File: src/rtl/mem_arbiter_rr_if.sv
// Requester/RAM bundle shared between the arbiter and the outside world.
// Latency: none, wires only.
// Backpressure: carried by gnt/stall; requesters hold req until granted.
interface mem_arbiter_rr_if #(
    parameter int NUM_PORTS = 2
);
    // Requester side
    logic [NUM_PORTS-1:0]    req;
    logic [NUM_PORTS-1:0]    lock;
    logic [NUM_PORTS*32-1:0] addr;
    logic [NUM_PORTS*4-1:0]  we;
    logic [NUM_PORTS*32-1:0] wdata;
    logic [NUM_PORTS-1:0]    gnt;
    logic [NUM_PORTS-1:0]    stall;
    logic [NUM_PORTS-1:0]    rvalid;
    logic [31:0]             rdata;

    // RAM side
    logic                    ram_en;
    logic [31:0]             ram_addr;
    logic [3:0]              ram_we;
    logic [31:0]             ram_wdata;
    logic [31:0]             ram_rdata;

    // The master view is everything outside the arbiter: requesters plus the RAM.
    modport master (
        output req, lock, addr, we, wdata, ram_rdata,
        input  gnt, stall, rvalid, rdata, ram_en, ram_addr, ram_we, ram_wdata
    );

    modport slave (
        input  req, lock, addr, we, wdata, ram_rdata,
        output gnt, stall, rvalid, rdata, ram_en, ram_addr, ram_we, ram_wdata
    );
endinterface

File: src/rtl/mem_arbiter_rr.sv
// Arbitrates NUM_PORTS requesters onto one synchronous RAM port with segment address translation.
// Latency: grant and RAM drive combinational in the request cycle; read data returned on rvalid one cycle later.
// Backpressure: ungranted requesters see stall and hold req; a locked owner blocks every other port.
module mem_arbiter_rr #(
    parameter int          NUM_PORTS    = 2,
    parameter int          PRIO_MODE    = 0,
    parameter logic [15:0] SEG_TEXT_HI  = 16'h0040,
    parameter logic [15:0] SEG_DATA_HI  = 16'h1001,
    parameter logic [15:0] SEG_STACK_HI = 16'h7FFF
) (
    input logic             clk,
    input logic             rst_n,
    mem_arbiter_rr_if.slave bus
);
    localparam int IDX_W = $clog2(NUM_PORTS);
    localparam int CNT_W = IDX_W + 1;

    typedef enum logic [0:0] {
        ARB    = 1'b0,
        LOCKED = 1'b1
    } state_t;

    state_t               state;
    logic [IDX_W-1:0]     owner;
    logic [IDX_W-1:0]     last_gnt;
    logic [NUM_PORTS-1:0] rvalid_q;
    logic [31:0]          addr_hold;

    logic [NUM_PORTS-1:0] req_rot;
    logic [CNT_W-1:0]     rr_start;
    logic [CNT_W-1:0]     rr_off;
    logic [CNT_W-1:0]     rr_sum;
    logic                 rr_hit;
    logic [IDX_W-1:0]     rr_idx;
    logic                 fp_hit;
    logic [IDX_W-1:0]     fp_idx;
    logic                 pick_any;
    logic [IDX_W-1:0]     pick_idx;
    logic                 granted;
    logic [NUM_PORTS-1:0] gnt_vec;

    logic [31:0]          sel_addr;
    logic [31:0]          sel_wdata;
    logic [3:0]           sel_we;
    logic [1:0]           seg;
    logic [31:0]          xlat_addr;

    // Round-robin candidate: rotate requests so the port after last_gnt lands on bit 0.
    always_comb begin
        rr_start = {1'b0, last_gnt} + CNT_W'(1);
        req_rot  = NUM_PORTS'({bus.req, bus.req} >> rr_start);
        rr_hit   = 1'b0;
        rr_off   = '0;
        for (int j = NUM_PORTS - 1; j >= 0; j--) begin
            if (req_rot[j]) begin
                rr_hit = 1'b1;
                rr_off = CNT_W'(j);
            end
        end
        rr_sum = rr_start + rr_off;
        if (rr_sum >= CNT_W'(NUM_PORTS)) begin
            rr_sum = rr_sum - CNT_W'(NUM_PORTS);
        end
        rr_idx = IDX_W'(rr_sum);
    end

    // Winner selection: the lock owner if locked, else fixed priority or round-robin.
    always_comb begin
        fp_hit = 1'b0;
        fp_idx = '0;
        for (int i = NUM_PORTS - 1; i >= 0; i--) begin
            if (bus.req[i]) begin
                fp_hit = 1'b1;
                fp_idx = IDX_W'(i);
            end
        end

        if (state == LOCKED) begin
            pick_any = bus.req[owner];
            pick_idx = owner;
        end else if (PRIO_MODE != 0) begin
            pick_any = fp_hit;
            pick_idx = fp_idx;
        end else begin
            pick_any = rr_hit;
            pick_idx = rr_idx;
        end

        // Reset masks the grant at once, without waiting for an edge.
        granted = rst_n & pick_any;
        gnt_vec = granted ? (NUM_PORTS'(1) << pick_idx) : '0;
    end

    // Route the granted port onto the RAM bus and translate its address into a segment.
    always_comb begin
        sel_addr  = '0;
        sel_wdata = '0;
        sel_we    = '0;
        for (int i = 0; i < NUM_PORTS; i++) begin
            if (gnt_vec[i]) begin
                sel_addr  = bus.addr[32*i +: 32];
                sel_wdata = bus.wdata[32*i +: 32];
                sel_we    = bus.we[4*i +: 4];
            end
        end

        if (sel_addr[31:16] >= SEG_STACK_HI) begin
            seg = 2'd2;
        end else if (sel_addr[31:16] >= SEG_DATA_HI) begin
            seg = 2'd1;
        end else if (sel_addr[31:16] >= SEG_TEXT_HI) begin
            seg = 2'd0;
        end else begin
            seg = 2'd3;
        end

        // Byte offset is dropped silently; the RAM is word addressed.
        xlat_addr = {14'd0, seg, sel_addr[15:0] & 16'hFFFC};
    end

    // Arbitration FSM: lock ownership and the round-robin pointer.
    always_ff @(posedge clk or negedge rst_n) begin
        if (!rst_n) begin
            state    <= ARB;
            owner    <= '0;
            last_gnt <= IDX_W'(NUM_PORTS - 1);
        end else begin
            if (granted) begin
                last_gnt <= pick_idx;
            end
            case (state)
                ARB: begin
                    if (granted && bus.lock[pick_idx]) begin
                        state <= LOCKED;
                        owner <= pick_idx;
                    end
                end
                LOCKED: begin
                    // The owner keeps the bus even while idle, until it drops lock.
                    if (!bus.lock[owner]) begin
                        state <= ARB;
                    end
                end
                default: state <= ARB;
            endcase
        end
    end

    // Read-return pulse for the port read last cycle, and the idle-cycle RAM address.
    always_ff @(posedge clk or negedge rst_n) begin
        if (!rst_n) begin
            rvalid_q  <= '0;
            addr_hold <= '0;
        end else begin
            rvalid_q <= (granted && (sel_we == 4'h0)) ? gnt_vec : '0;
            if (granted) begin
                addr_hold <= xlat_addr;
            end
        end
    end

    assign bus.gnt       = gnt_vec;
    assign bus.stall     = bus.req & ~gnt_vec;
    assign bus.rvalid    = rvalid_q;
    // RAM data is shared by all ports; blank it when nobody is being answered.
    assign bus.rdata     = (|rvalid_q) ? bus.ram_rdata : 32'h0;
    assign bus.ram_en    = granted;
    assign bus.ram_addr  = granted ? xlat_addr : addr_hold;
    assign bus.ram_we    = granted ? sel_we : 4'h0;
    assign bus.ram_wdata = granted ? sel_wdata : 32'h0;
endmodule

File: src/flat_wrapper.sv
// flat-port wrapper written by rule: the top's interface ports become plain ports
module mem_arbiter_rr_flat 
#(
    parameter int          NUM_PORTS    = 2,
    parameter int          PRIO_MODE    = 0,
    parameter logic [15:0] SEG_TEXT_HI  = 16'h0040,
    parameter logic [15:0] SEG_DATA_HI  = 16'h1001,
    parameter logic [15:0] SEG_STACK_HI = 16'h7FFF
)
  (clk, rst_n, bus_req, bus_lock, bus_addr, bus_we, bus_wdata, bus_ram_rdata, bus_gnt, bus_stall, bus_rvalid, bus_rdata, bus_ram_en, bus_ram_addr, bus_ram_we, bus_ram_wdata);
  mem_arbiter_rr_if #(.NUM_PORTS(NUM_PORTS)) bus_i ();
  input logic clk;
  input logic rst_n;
  input wire logic [$bits(bus_i.req)-1:0] bus_req;
  input wire logic [$bits(bus_i.lock)-1:0] bus_lock;
  input wire logic [$bits(bus_i.addr)-1:0] bus_addr;
  input wire logic [$bits(bus_i.we)-1:0] bus_we;
  input wire logic [$bits(bus_i.wdata)-1:0] bus_wdata;
  input wire logic [$bits(bus_i.ram_rdata)-1:0] bus_ram_rdata;
  output wire logic [$bits(bus_i.gnt)-1:0] bus_gnt;
  output wire logic [$bits(bus_i.stall)-1:0] bus_stall;
  output wire logic [$bits(bus_i.rvalid)-1:0] bus_rvalid;
  output wire logic [$bits(bus_i.rdata)-1:0] bus_rdata;
  output wire logic [$bits(bus_i.ram_en)-1:0] bus_ram_en;
  output wire logic [$bits(bus_i.ram_addr)-1:0] bus_ram_addr;
  output wire logic [$bits(bus_i.ram_we)-1:0] bus_ram_we;
  output wire logic [$bits(bus_i.ram_wdata)-1:0] bus_ram_wdata;
  assign bus_i.req = bus_req;
  assign bus_i.lock = bus_lock;
  assign bus_i.addr = bus_addr;
  assign bus_i.we = bus_we;
  assign bus_i.wdata = bus_wdata;
  assign bus_i.ram_rdata = bus_ram_rdata;
  assign bus_gnt = bus_i.gnt;
  assign bus_stall = bus_i.stall;
  assign bus_rvalid = bus_i.rvalid;
  assign bus_rdata = bus_i.rdata;
  assign bus_ram_en = bus_i.ram_en;
  assign bus_ram_addr = bus_i.ram_addr;
  assign bus_ram_we = bus_i.ram_we;
  assign bus_ram_wdata = bus_i.ram_wdata;
  mem_arbiter_rr #(.NUM_PORTS(NUM_PORTS), .PRIO_MODE(PRIO_MODE), .SEG_TEXT_HI(SEG_TEXT_HI), .SEG_DATA_HI(SEG_DATA_HI), .SEG_STACK_HI(SEG_STACK_HI)) u_core (.clk(clk), .rst_n(rst_n), .bus(bus_i));
endmodule
File: config.mk
export PLATFORM = sky130hd
export DESIGN_NAME = mem_arbiter_rr_flat
export DESIGN_NICKNAME = d
export VERILOG_FILES = /design/src/rtl/mem_arbiter_rr_if.sv /design/src/rtl/mem_arbiter_rr.sv /design/src/flat_wrapper.sv
export SDC_FILE = /design/constraint.sdc
export NUM_CORES = 1
export LEC_CHECK = 0
export CORE_AREA = 3 3 109 111
export DETAILED_ROUTE_END_ITERATION = 8
export DIE_AREA = 0 0 112 114
export MAX_ROUTING_LAYER = met4
export PLACE_DENSITY_LB_ADDON = 0.25
export RECOVER_POWER = 100
export SLEW_MARGIN = 20
export SYNTH_ARGS = -nofsm -noshare
export SYNTH_HDL_FRONTEND = slang
export SYNTH_SLANG_ARGS = --single-unit
export TNS_END_PERCENT = 10
File: constraint.sdc
create_clock -name clk -period 3.7 [get_ports clk]
set_input_delay 0.74 -clock clk [delete_from_list [all_inputs] [get_ports clk]]
set_output_delay 0.74 -clock clk [all_outputs]
set_load 0.1 [all_outputs]
# --- Yosys cells after proc, flatten, opt, wreduce, memory -nomap -nowiden ---
# Index checks and enable logic that the tools add are counted.
word_totals:
  reg_bits: 37
  output_inout_bits: 107
  wordCells: 56
op_classes:
  n_addsub: 3
  magnitude_cmp: 6
  shift: 2
  n_mux: 31
  n_bitwise: 4
  n_reduce_logical: 5
ops:
  columns: ["operator", "count"]
  rows:
  - ["$mux W32", 7]
  - ["$ge A16 B13 Y1 const B", 1]
  - ["$ge A16 B15 Y1 const B", 1]
  - ["$ge A16 B7 Y1 const B", 1]
  - ["$mux W1", 14]
  - ["$mux W2", 6]
  - ["$mux W4", 3]
  - ["$logic_not A4 Y1", 1]
  - ["$lt A1 B2 Y1 const B", 2]
  - ["$shr A4 B2 Y2", 1]
  - ["$add A1 B1 Y2 const B", 1]
  - ["$add A2 B2 Y2", 1]
  - ["$and A2 B2 Y2", 1]
  - ["$ge A2 B2 Y1 const B", 1]
  - ["$logic_and A1 B1 Y1", 2]
  - ["$not A2 Y2", 1]
  - ["$pmux W1 S2", 1]
  - ["$reduce_and A2 Y1", 1]
  - ["$reduce_or A2 Y1", 1]
  - ["$shl A1 B1 Y2 const A", 1]
  - ["$and A1 B1 Y1", 1]
  - ["$not A1 Y1", 1]
  - ["$sub A1 B1 Y1 const B", 1]

# --- Longest topological paths before layout ---
# Gate-level depths: netlist (run 1).
depth:
  ltp_word: 17
  depth_mapped: 9
  ltp_nobuf: 6

# --- Least setup slack after synthesis (run 1) ---
# Ideal clock, no wire load.
synth_timing:
  kind: "input -> output"
  from: "input port rst_n"
  to: "output port bus_ram_addr[16]"
  arrival_time_ps: 4106
  required_ps: 2960
  path_slack_ps: -1146
  stages: 9
  n_path_buf: 3
  path_cell_list: "and2_1 and3_1 buf_6 buf_6 buf_2 a21o_1 nand3_1 nor4_4 o31ai_1"
synth_between:
  elab_chain_len: 9
  word_cells_on_any_way: 11
  classes_between: "order compare (3); mux (7); bitwise (1)"
synth_rtl:
  columns: ["element", "line_no", "source"]
  rows:
  - ["from (decl)", "flat_wrapper.sv:13", "input logic rst_n;"]
  - ["$and A1 B1 Y1 (*)", "mem_arbiter_rr.sv:90", "granted = rst_n & pick_any;"]
  - ["$mux W2", "mem_arbiter_rr.sv:91", "gnt_vec = granted ? (NUM_PORTS'(1) << pick_idx) : '0;"]
  - ["$mux W32 (2 in series)", "mem_arbiter_rr.sv:100", "if (gnt_vec[i]) begin"]
  - ["$ge A16 B7 Y1", "mem_arbiter_rr.sv:111", "end else if (sel_addr[31:16] >= SEG_TEXT_HI) begin"]
  - ["$mux W2", "mem_arbiter_rr.sv:111", null]
  - ["$mux W2", "mem_arbiter_rr.sv:109", "end else if (sel_addr[31:16] >= SEG_DATA_HI) begin"]
  - ["$mux W2", "mem_arbiter_rr.sv:107", "if (sel_addr[31:16] >= SEG_STACK_HI) begin"]
  - ["$mux W32 (*)", "mem_arbiter_rr.sv:168", "assign bus.ram_addr = granted ? xlat_addr : addr_hold;"]
  - ["to (decl)", "flat_wrapper.sv:25", "output wire logic [$bits(bus_i.ram_addr)-1:0] bus_ram_addr;"]
# Every way passes the cells marked *; elsewhere a longest branch is shown, timed or not.

# --- Worst setup path in the final report (run 1) ---
layout_timing:
  from: "input port bus_addr[18]"
  to: "output port bus_ram_addr[17]"
layout_between:
  elab_chain_len: 7
  word_cells_on_any_way: 9
  classes_between: "order compare (3); mux (6)"
layout_rtl:
  columns: ["element", "line_no", "source"]
  rows:
  - ["from (decl)", "flat_wrapper.sv:16", "input wire logic [$bits(bus_i.addr)-1:0] bus_addr;"]
  - ["$mux W32 (*) (2 in series)", "mem_arbiter_rr.sv:100", null]
  - ["$ge A16 B7 Y1", "mem_arbiter_rr.sv:111", null]
  - ["$mux W2", "mem_arbiter_rr.sv:111", null]
  - ["$mux W2", "mem_arbiter_rr.sv:109", null]
  - ["$mux W2 (*)", "mem_arbiter_rr.sv:107", null]
  - ["$mux W32 (*)", "mem_arbiter_rr.sv:168", null]
# Marks and branches as above.

==> results of run 1 <==
## through the flow
stage               cell area (µm²)  hold slack (ns)
detailed placement             6040            0.519
floorplan                      2410            0.444
finish                         5180            0.490
global placement               6040            0.504
CTS                            6190            0.537
global route                   5180            0.515
## how the worst min path moves through the flow
stage	slack (ns)	to	start	cells past startpoint
6_report	0.49	u_core.addr_hold[11]$_DFF_PN0_	u_core.addr_hold[11]$_DFF_PN0_	2
5_1_grt	0.51	u_core.addr_hold[14]$_DFF_PN0_	u_core.addr_hold[14]$_DFF_PN0_	2
4_1_cts	0.54	u_core.addr_hold[16]$_DFF_PN0_	u_core.addr_hold[16]$_DFF_PN0_	2
3_5_place_dp	0.52	u_core.addr_hold[16]$_DFF_PN0_	u_core.addr_hold[16]$_DFF_PN0_	2
3_3_place_gp	0.50	u_core.addr_hold[16]$_DFF_PN0_	u_core.addr_hold[16]$_DFF_PN0_	2
2_1_floorplan	0.44	u_core.addr_hold[0]$_DFF_PN0_	rst_n	0
## flip-flops by register name (all words and copies together) (netlist names)
signal and cells:
u_core.owner 1, u_core.bus.rvalid 2, u_core.last_gnt 1, u_core.addr_hold 32
u_core.state 1
## synth_stat cells, types with 2 or more instances
cell type / instances
o31ai_1: 3
a21o_1: 3
a22o_1: 37
a21oi_1: 3
nor2b_1: 33
nand3_1: 5
buf_2: 5
inv_1: 16
and3_1: 2
nand3b_1: 2
buf_1: 7
a22oi_1: 5
clkbuf_1: 7
a222oi_1: 14
and4_1: 2
dfrtp_1: 36
and2_1: 22
mux2i_1: 3
nor2_1: 11
nor4_1: 4
nand2_1: 4
buf_6: 2
## power breakdown
part | switching (mW) | leakage [nW] | internal [mW]
sequential | 0.0481 | 0.480 | 0.486
combinational | 1.54 | 1.86 | 0.523
clock | 0.154 | 0.0544 | 0.202
## cell type report
type                       count  area [µm²]
antenna                        5        12.5
clock buffer                   5        68.8
multi-input combinational    175        1350
inverter                      16        60.1
fill                        1061        5700
clock inverter                 3        46.3
sequential                    37         927
timing repair buffer         296        2540
tap                          140         175
## cells by family (layout without fill, tap and decap cells)
group                      Yosys count  in the layout
AOI/OAI and AO/OA                   75             75
adders and majority gates            1              1
buffers and inverters               37            320
DFF                                 37             37
muxes                                3              3
other                                0              5
and+or+nand+nor                     96             96
## repair_timing
action | CTS | global route
setup endpoints to repair | 2 | 0
setup buffers | 1 | 0
hold endpoints to repair | 0 | 0
gates resized for setup | 9 | 0
## worst reg2reg max path, stage by stage (launching register included)
cell,delay [ns]
dfrtp_1,0.52
nand2b_1,0.15
and3_4,0.23
buf_4,0.14
buf_4,0.21
a22o_1,0.22
or4_1,0.59
nor2_1,0.17
and2_0,0.17
## cells in the final DEF, fill, tap and decap left out, types with 3 or more instances in the layout
master           synthesis  layout
clkdlybuf4s50_1          0     166
clkbuf_2                 0      51
a22o_1                  37      37
dfrtp_1                 36      36
nor2b_1                 33      33
buf_2                    5      27
buf_4                    0      22
and2_0                   0      18
inv_1                   16      16
clkbuf_4                 0      16
a222oi_1                14      14
nor2_1                  11      10
buf_12                   0       7
diode_2                  0       5
a22oi_1                  5       5
nand3_1                  5       5
clkbuf_8                 0       5
and2_1                  22       4
nor4_1                   4       4
mux2i_1                  3       3
a21o_1                   3       3
nand2_1                  4       3
a21oi_1                  3       3
## routing by layer
metal | wire length (µm) | part of all wire, % | up-vias
li1 | - | - | 1508
met1 | 4300 | 35 | 1470
met2 | 6420 | 52 | 188
met3 | 1350 | 11 | 17
met4 | 180 | 1.5 | 0
met5 | 0 | 0 | -
==> results.md, run 1 <==
Outcome:
- The flow ran to the end, but the final reports show violations.
- The final reports fail on max-capacitance violations, max-slew violations.

Drt:
- The iteration-0 DRC count of the detailed router is 212.
- The count of nets left with antenna violations once routing finished came out at 0.
- For this run, design rule violations remaining after detail routing come to 0.
- Dividing the detail-routed wire length by the instance count gives 18.1 µm.
- The post-detailed-route via-to-cell ratio is 4.70.
- The first detailed-routing pass ran for 5 iterations.
- The post-detailed-routing wire length is 12300 µm.
- The overall via count from detail_route is 3183.

Yosys:
- Among all flip-flop cells after synthesis, the most frequent one is dfrtp_1.
- Summing the sequential cell areas from Yosys gives 39.0% of the chip area.
- Of the total synthesized cell area, the portion taken by AND, OR, NAND and NOR gates is 25.6%.
- Of all flip-flops after synthesis, the portion carrying an async set or reset was 100%.
- Counting flops with a built-in enable in the synthesized netlist gives 0.
- The number of nets in the synthesized netlist is 423.
- The area share of the leading cell type in the synthesized netlist is 37.9%.
- The largest total area in the synthesized netlist belongs to dfrtp_1.
- After synthesis, the share of cell area in mux cells is 1.26%.
- The main combinational cell family by area after synthesis is compound AO/OA/AOI/OAI gates.
- Synthesis produced a netlist whose cell count is 249.
- Summing the areas of all compound-gate instances in the mapped netlist gives 27.0% of the synthesized area.
- Yosys mapped the design onto 45 distinct sky130hd cell types.
- The fraction of synthesized cell area in xor and xnor cells is 0%.
- Yosys printed 0 warnings.
- Synthesis inferred 37 register bits.
- Ranked by total cell area, the synthesized netlist is headed by dfrtp_1 (38%), a22o_1 (14%), nor2b_1 (8.7%).
- The synthesized area per cell is 9.55 µm².
- The arithmetic-cell share of the synthesized area counting full adders, half adders and majority gates is 0.421%.
- The cell area that synthesis handed to floorplanning was 2380 µm².

Final layout:
- The layout-stage area growth over the synthesis result is 118%.
- Cells with a size suffix above 1 make up 27.4% of the layout.
- The post-route core utilization is 47.6%.
- The final layout contains 705 nets.
- Excluding fillers, the count of instances in the completed layout stands at 677.

Timing:
- The final worst slack is 0.118 ns.
- The transition at the pin with the smallest max-transition slack is 1.77 ns.
- Timing would allow up to 279 MHz.
- The max-slew violation count was 33.
- In this run the tightest slew margin relative to its limit is -18.4%.
- The largest clock skew in the final design is 0.00539 ns.
- In the final timing run, aggregate negative setup slack is 0 ns.
- The period utilization is 96.8%.
- The clock period could shrink to 3.58 ns.
- Setup violations remaining at the end of the flow were counted as 0.
- The final-report hold violation count is 0.
- Setup repair after global routing left no endpoint under its margin.

Global route:
- Global routing consumed, over all layers together, 18.4% of the routing resources.
- The first global-routing pass estimated 18000 µm of wire.
- The number of antenna violations at the first check in global routing is 4.
- The peak-usage layer in the global routing report is met2.
- Global routing used 6.68% of the available met3 tracks.
- The global-route track usage on met2 is 33.2%.
- The number of global-route vias before repair is 3258.
- The met1 demand-to-capacity share in global routing is 19.5%.
- Entering global routing, the biggest net connects 39 pins.
- The total overflow reported by the global router is 0.

Placement:
- The cell count after placement is 663.
- The half-perimeter wire length after detailed placement is 10400 µm.
- The worst setup slack before clock tree synthesis is -0.272 ns.
- Routability-driven placement finished with a final weighted congestion of 0.880.
- The count of buffers added on input and output ports is 276.

Setup path:
- The critical path is of the primary input to output port type.
- The required time reported for the critical path endpoint is 2.96 ns.
- The standard cell with the maximum stage delay on the critical path is clkdlybuf4s50_1.
- In this run the worst setup path begins at bus_addr[18].
- The buffer and inverter count on the worst path is 2.
- The peak per-stage delay on the critical path is 0.53 ns.
- The worst register-to-register path has a depth of 8.
- The worst register-to-register path ends at u_core.bus.rvalid[0]$_DFF_PN0_.
- The logic depth of the worst path, buffers included is 7.
- STA classifies the critical path endpoint as an output port.
- On the critical path the largest part of the delay comes from simple AND/OR/NAND/NOR gates.
- Across all register-to-register paths, the minimum setup slack is 1.23 ns.
- The worst reg2reg path startpoint is u_core.state$_DFF_PN0_.
- The largest fanout on the critical path is 2.
- For the worst setup path, the data arrival time is 2.84 ns.
- Walking the worst path, the cells encountered are clkdlybuf4s50_1 > nor4b_2 > o22ai_1 > or3_4 > nor4_4 > o32a_1 > buf_6.
- The capturing instance or port of the critical path is bus_ram_addr[17].
- STA classifies the critical path startpoint as a primary input.

Floorplan:
- Once the floorplan was initialized, standard cells occupied 21.8% of the core.
- The die width is 112 µm.
- Measured along the y axis, the die boundary spans 114 µm.
- The floorplan step defined a die boundary enclosing 12800 µm².
- The cell row count is 38.
- The core region is 10900 µm².
- The number of top-level design ports is 281.

Clock network:
- The number of clock sinks seen by CTS is 37.
- TritonCTS created 5 clock buffers.
- The clock-pin slew on the worst setup and hold paths is 0.08 ns.
- The clock latency at the later pin of the worst-skew pair is 0.29 ns.
- TritonCTS built the clock tree.
- The count of H-tree levels built during CTS is 2.
- The hold-fix buffer count after cts is 0.
- No sink is reached through more buffers than the 2 on the longest clock path.
- The root buffer cell is clkbuf_8.

Pwr:
- Across the VDD grid, the largest voltage drop is 0.405 mV.
- Power comes to 2.95 mW.
- In this run the power density over the cells is 569 nW/µm².
- For this design the static power due to leakage is 2.39 nW.

Job:
- The count of max-cap constraint violations is 1.

Hold path:
- The worst hold path class is flip-flop to flip-flop.
Note: power is estimated with default switching activity, not from simulation.
==> run 2: changes to the inputs <==
--- a/config.mk
+++ b/config.mk
@@ -6,7 +6,7 @@
 export NUM_CORES = 1
 export LEC_CHECK = 0
-export CORE_AREA = 3 3 109 111
+export CORE_AREA = 4 4 107 109
 export DETAILED_ROUTE_END_ITERATION = 8
-export DIE_AREA = 0 0 112 114
+export DIE_AREA = 0 0 111 113
 export MAX_ROUTING_LAYER = met4
 export PLACE_DENSITY_LB_ADDON = 0.25
==> constraint.sdc (replaced) <==
create_clock -name clk -period 3.7 [get_ports clk]
set_input_delay 0.74 -clock clk [delete_from_list [all_inputs] [get_ports clk]]
set_output_delay 0.74 -clock clk [all_outputs]
set_load 0.005 [all_outputs]
==> results.md, run 2 (synthesis gave the netlist of run 1 again) <==
Outcome:
- The flow ran to the end, and the final reports show no timing, DRC or antenna violations.

Global route:
- The number of antenna violations at the first check in global routing was 1 (-3).
- The total overflow reported by the global router is 0 (unchanged).
- The total routing usage reported by global routing is 18.1% (-0.31 points).
- The maximum number of pins on one net before global-route repair is 39 (unchanged).
- The number of global-route vias before repair is 3278 (+0.61%).
- The first-pass GRT wire length is 17700 µm (-1.3%).

Clock network:
- The count of H-tree levels built during CTS came to 2 (unchanged).
- TritonCTS built the clock tree.
- The number of buffers created by CTS came to 5 (unchanged).
- The clock-pin slew on the worst setup and hold paths came to 0.08 ns (about the same).
- The clock latency at the later pin of the worst-skew pair is 0.28 ns (about the same).
- The number of clock sinks seen by CTS was 37 (unchanged).
- The buffer depth of the longest clock path is 2 (unchanged).
- In this run the clock root is driven by a clkbuf_8.

Drt:
- The post-detailed-route via-to-cell ratio was 4.69 (-0.15%).
- The number of search-and-repair iterations in the first detailed-routing pass was 4 (-1).
- The remaining antenna violation count after routing was 0 (unchanged).
- The iteration-0 DRC count of the detailed router is 191 (-9.9%).
- The post-detailed-routing wire length was 12000 µm (-2.0%).
- The average routed wire per standard cell was 17.7 µm (-2.1%).
- The final routed DRC violation total is 0 (unchanged).
- The overall via count from detail_route came to 3183 (unchanged).

Setup path:
- The category of cells accounting for the largest share of critical-path delay is buffers and inverters.
- The largest fanout on the critical path was 2 (unchanged).
- The required time reported for the critical path endpoint is 2.96 ns (about the same).
- Walking the worst path, the cells encountered are clkdlybuf4s50_1 > nor4b_4 > buf_4 > o22ai_1 > or3_4 > nor4_4 > buf_4 > o31ai_1 > clkdlybuf4s15_2.
- The slowest stage of the critical path belongs to the cell clkdlybuf4s50_1.
- The worst reg2reg path startpoint is u_core.state$_DFF_PN0_.
- The logic depth of the worst path, buffers included was 9 (+2).
- The buffer and inverter count on the worst path is 4 (+2).
- The logic depth of the worst register-to-register path is 8 (unchanged).
- By startpoint and endpoint, the worst setup path is classified as primary input to output port.
- The peak per-stage delay on the critical path is 0.53 ns (about the same).
- The kind of start point of the critical path is a primary input.
- The worst setup path is captured at an output port.
- The internal reg-to-reg setup slack came to 1.20 ns (-0.03 ns).
- The capture point of the worst reg-to-reg path is u_core.bus.rvalid[0]$_DFF_PN0_.
- The arrival time of data at the critical path endpoint is 2.87 ns (+0.03 ns).
- The source of the critical timing path is bus_addr[17].
- The critical path's most frequent cell is buf_4.
- The critical path ends at bus_ram_addr[16].

Final layout:
- Compared with the post-synthesis result, the final layout area differs by 133%.
- The register bank with the most flops is u_core.addr_hold.
- The final net count is 710 (+0.71%).
- The library cell used most frequently in the layout, excluding fill and tap cells, is clkdlybuf4s50_1.
- The library cells used most frequently in the layout, excluding fill and tap cells, are clkdlybuf4s50_1 (171), dlygate4sd3_1 (100), a22o_1 (37), dfrtp_1 (36), nor2b_1 (33).
- The post-route core utilization came to 52.3% (+4.7 points).
- The proportion of layout cells with a drive suffix above 1 came to 8.75% (-19 points).
- The number of flip-flops in the largest register is 32 (unchanged).

Placement:
- The number of buffers added on ports was 276 (unchanged).
- The half-perimeter wire length after detailed placement was 10000 µm (-3.3%).
- The worst setup slack before clock tree synthesis is -0.445 ns (-0.173 ns).
- The global placer's final weighted congestion is 0.891 (+1.3%).

Floorplan:
- The area of the die is 12500 µm² (-1.8%).
- The floorplan core area is 10600 µm² (-2.6%).
- The cell row count came to 38 (unchanged).
- The starting density of the core is 22.4% (+0.59 points).
- The number of top-level design ports is 281 (unchanged).
- The vertical die dimension came to 113 µm (-0.88%).
- The die width is 111 µm (-0.89%).

Pwr:
- The power density over the cells is 313 nW/µm² (-45%).
- The register share of total power is 30.7% (+13 points).
- The proportion of total power due to net switching is 32.2% (-27 points).
- The worst voltage drop across the vdd grid was 0.228 mV (-44%).
- The static leakage was 2.52 nW (+5.4%).
- The power spent charging and discharging nets is 559 µW (-68%).
- The relative contribution of the clock network to total power is 16.1% (+4.0 points).
- The share of total power in combinational logic is 53.2% (-17 points).
- The internal power of the cells is 1.18 mW (-2.9%).

Timing:
- The final-report hold violation count was 0 (unchanged).
- The max-slew violation count is 0 (-100%).
- Setup repair after global routing left no endpoint under its margin.
- The largest clock skew in the final design was 0.00413 ns (-0.00126 ns).
- The final worst slack was 0.0902 ns (-0.0278 ns).
- The achievable frequency is 277 MHz (-0.77%).
- The period utilization is 97.6% (+0.75 points).
- The remaining max-slew budget at the tightest pin was 76.2% (+95 points).
- The final critical-path required period is 3.61 ns (+0.0278 ns).
- The transition at the pin with the smallest max-transition slack was 0.356 ns (-1.41 ns).
- The number of endpoints failing setup at the final stage is 0 (unchanged).

Job:
- The count of max-cap constraint violations is 0 (-1).

Hold path:
- The min-delay analysis places its worst path in the category flip-flop to flip-flop.
run 2: power groups by stage:
| stage | clock [mW] | combinational (mW) | sequential (mW) |
|---|---|---|---|
| after floorplan | 0 | 0.352 | 0.524 |
| after global placement | 0 | 0.964 | 0.536 |
| after detailed placement | 0 | 0.977 | 0.535 |
| after CTS | 0.291 | 0.990 | 0.532 |
| after global routing | 0.307 | 1.00 | 0.541 |
| final | 0.280 | 0.923 | 0.533 |
run 2: worst min path at each step:
stage | end | startpoint | cells after the start | slack (ns)
finish | u_core.addr_hold[31]$_DFF_PN0_ | u_core.addr_hold[31]$_DFF_PN0_ | 1 | 0.48
global route | u_core.addr_hold[31]$_DFF_PN0_ | u_core.addr_hold[31]$_DFF_PN0_ | 1 | 0.49
CTS | u_core.addr_hold[24]$_DFF_PN0_ | u_core.addr_hold[24]$_DFF_PN0_ | 1 | 0.49
detailed placement | u_core.addr_hold[2]$_DFF_PN0_ | u_core.addr_hold[2]$_DFF_PN0_ | 2 | 0.47
global placement | u_core.addr_hold[8]$_DFF_PN0_ | u_core.addr_hold[8]$_DFF_PN0_ | 2 | 0.46
floorplan | u_core.addr_hold[0]$_DFF_PN0_ | rst_n | 0 | 0.44
run 2: cell type report:
type	instances	area, µm²
diodes	1	2.50
well taps	140	175
flip-flops and latches	37	927
repair buffers	301	2960
fillers	986	5060
clock buffers	5	68.8
clock inverters	3	17.5
inverters	16	60.1
multi-input cells	175	1330
run 2: through the flow:
step | TNS [ns] | area (µm²) | hold slack [ns] | power (mW) | instances
global route | 0 | 5540 | 0.488 | 1.85 | 678
finish | 0 | 5540 | 0.482 | 1.74 | 678
global placement | -0.883 | 5410 | 0.463 | 1.50 | 667
detailed placement | -1.40 | 5410 | 0.466 | 1.51 | 667
floorplan | 0 | 2380 | 0.444 | 0.876 | 249
CTS | 0 | 5540 | 0.486 | 1.81 | 677
run 2: per-layer routing:
metal	track usage, %	vias to the layer above	share of wire, %
met3	4.49	26	7.1
met5	-	-	0
met4	5.01	0	2.8
met1	19.5	1476	37
li1	-	1512	-
met2	33.0	169	53
run 2: repair_timing:
item	CTS	global route
setup buffers	2	0
resized for setup	14	1
hold buffers	0	0
pin swaps	5	0
gates cloned	0	0
setup endpoints to repair	15	6
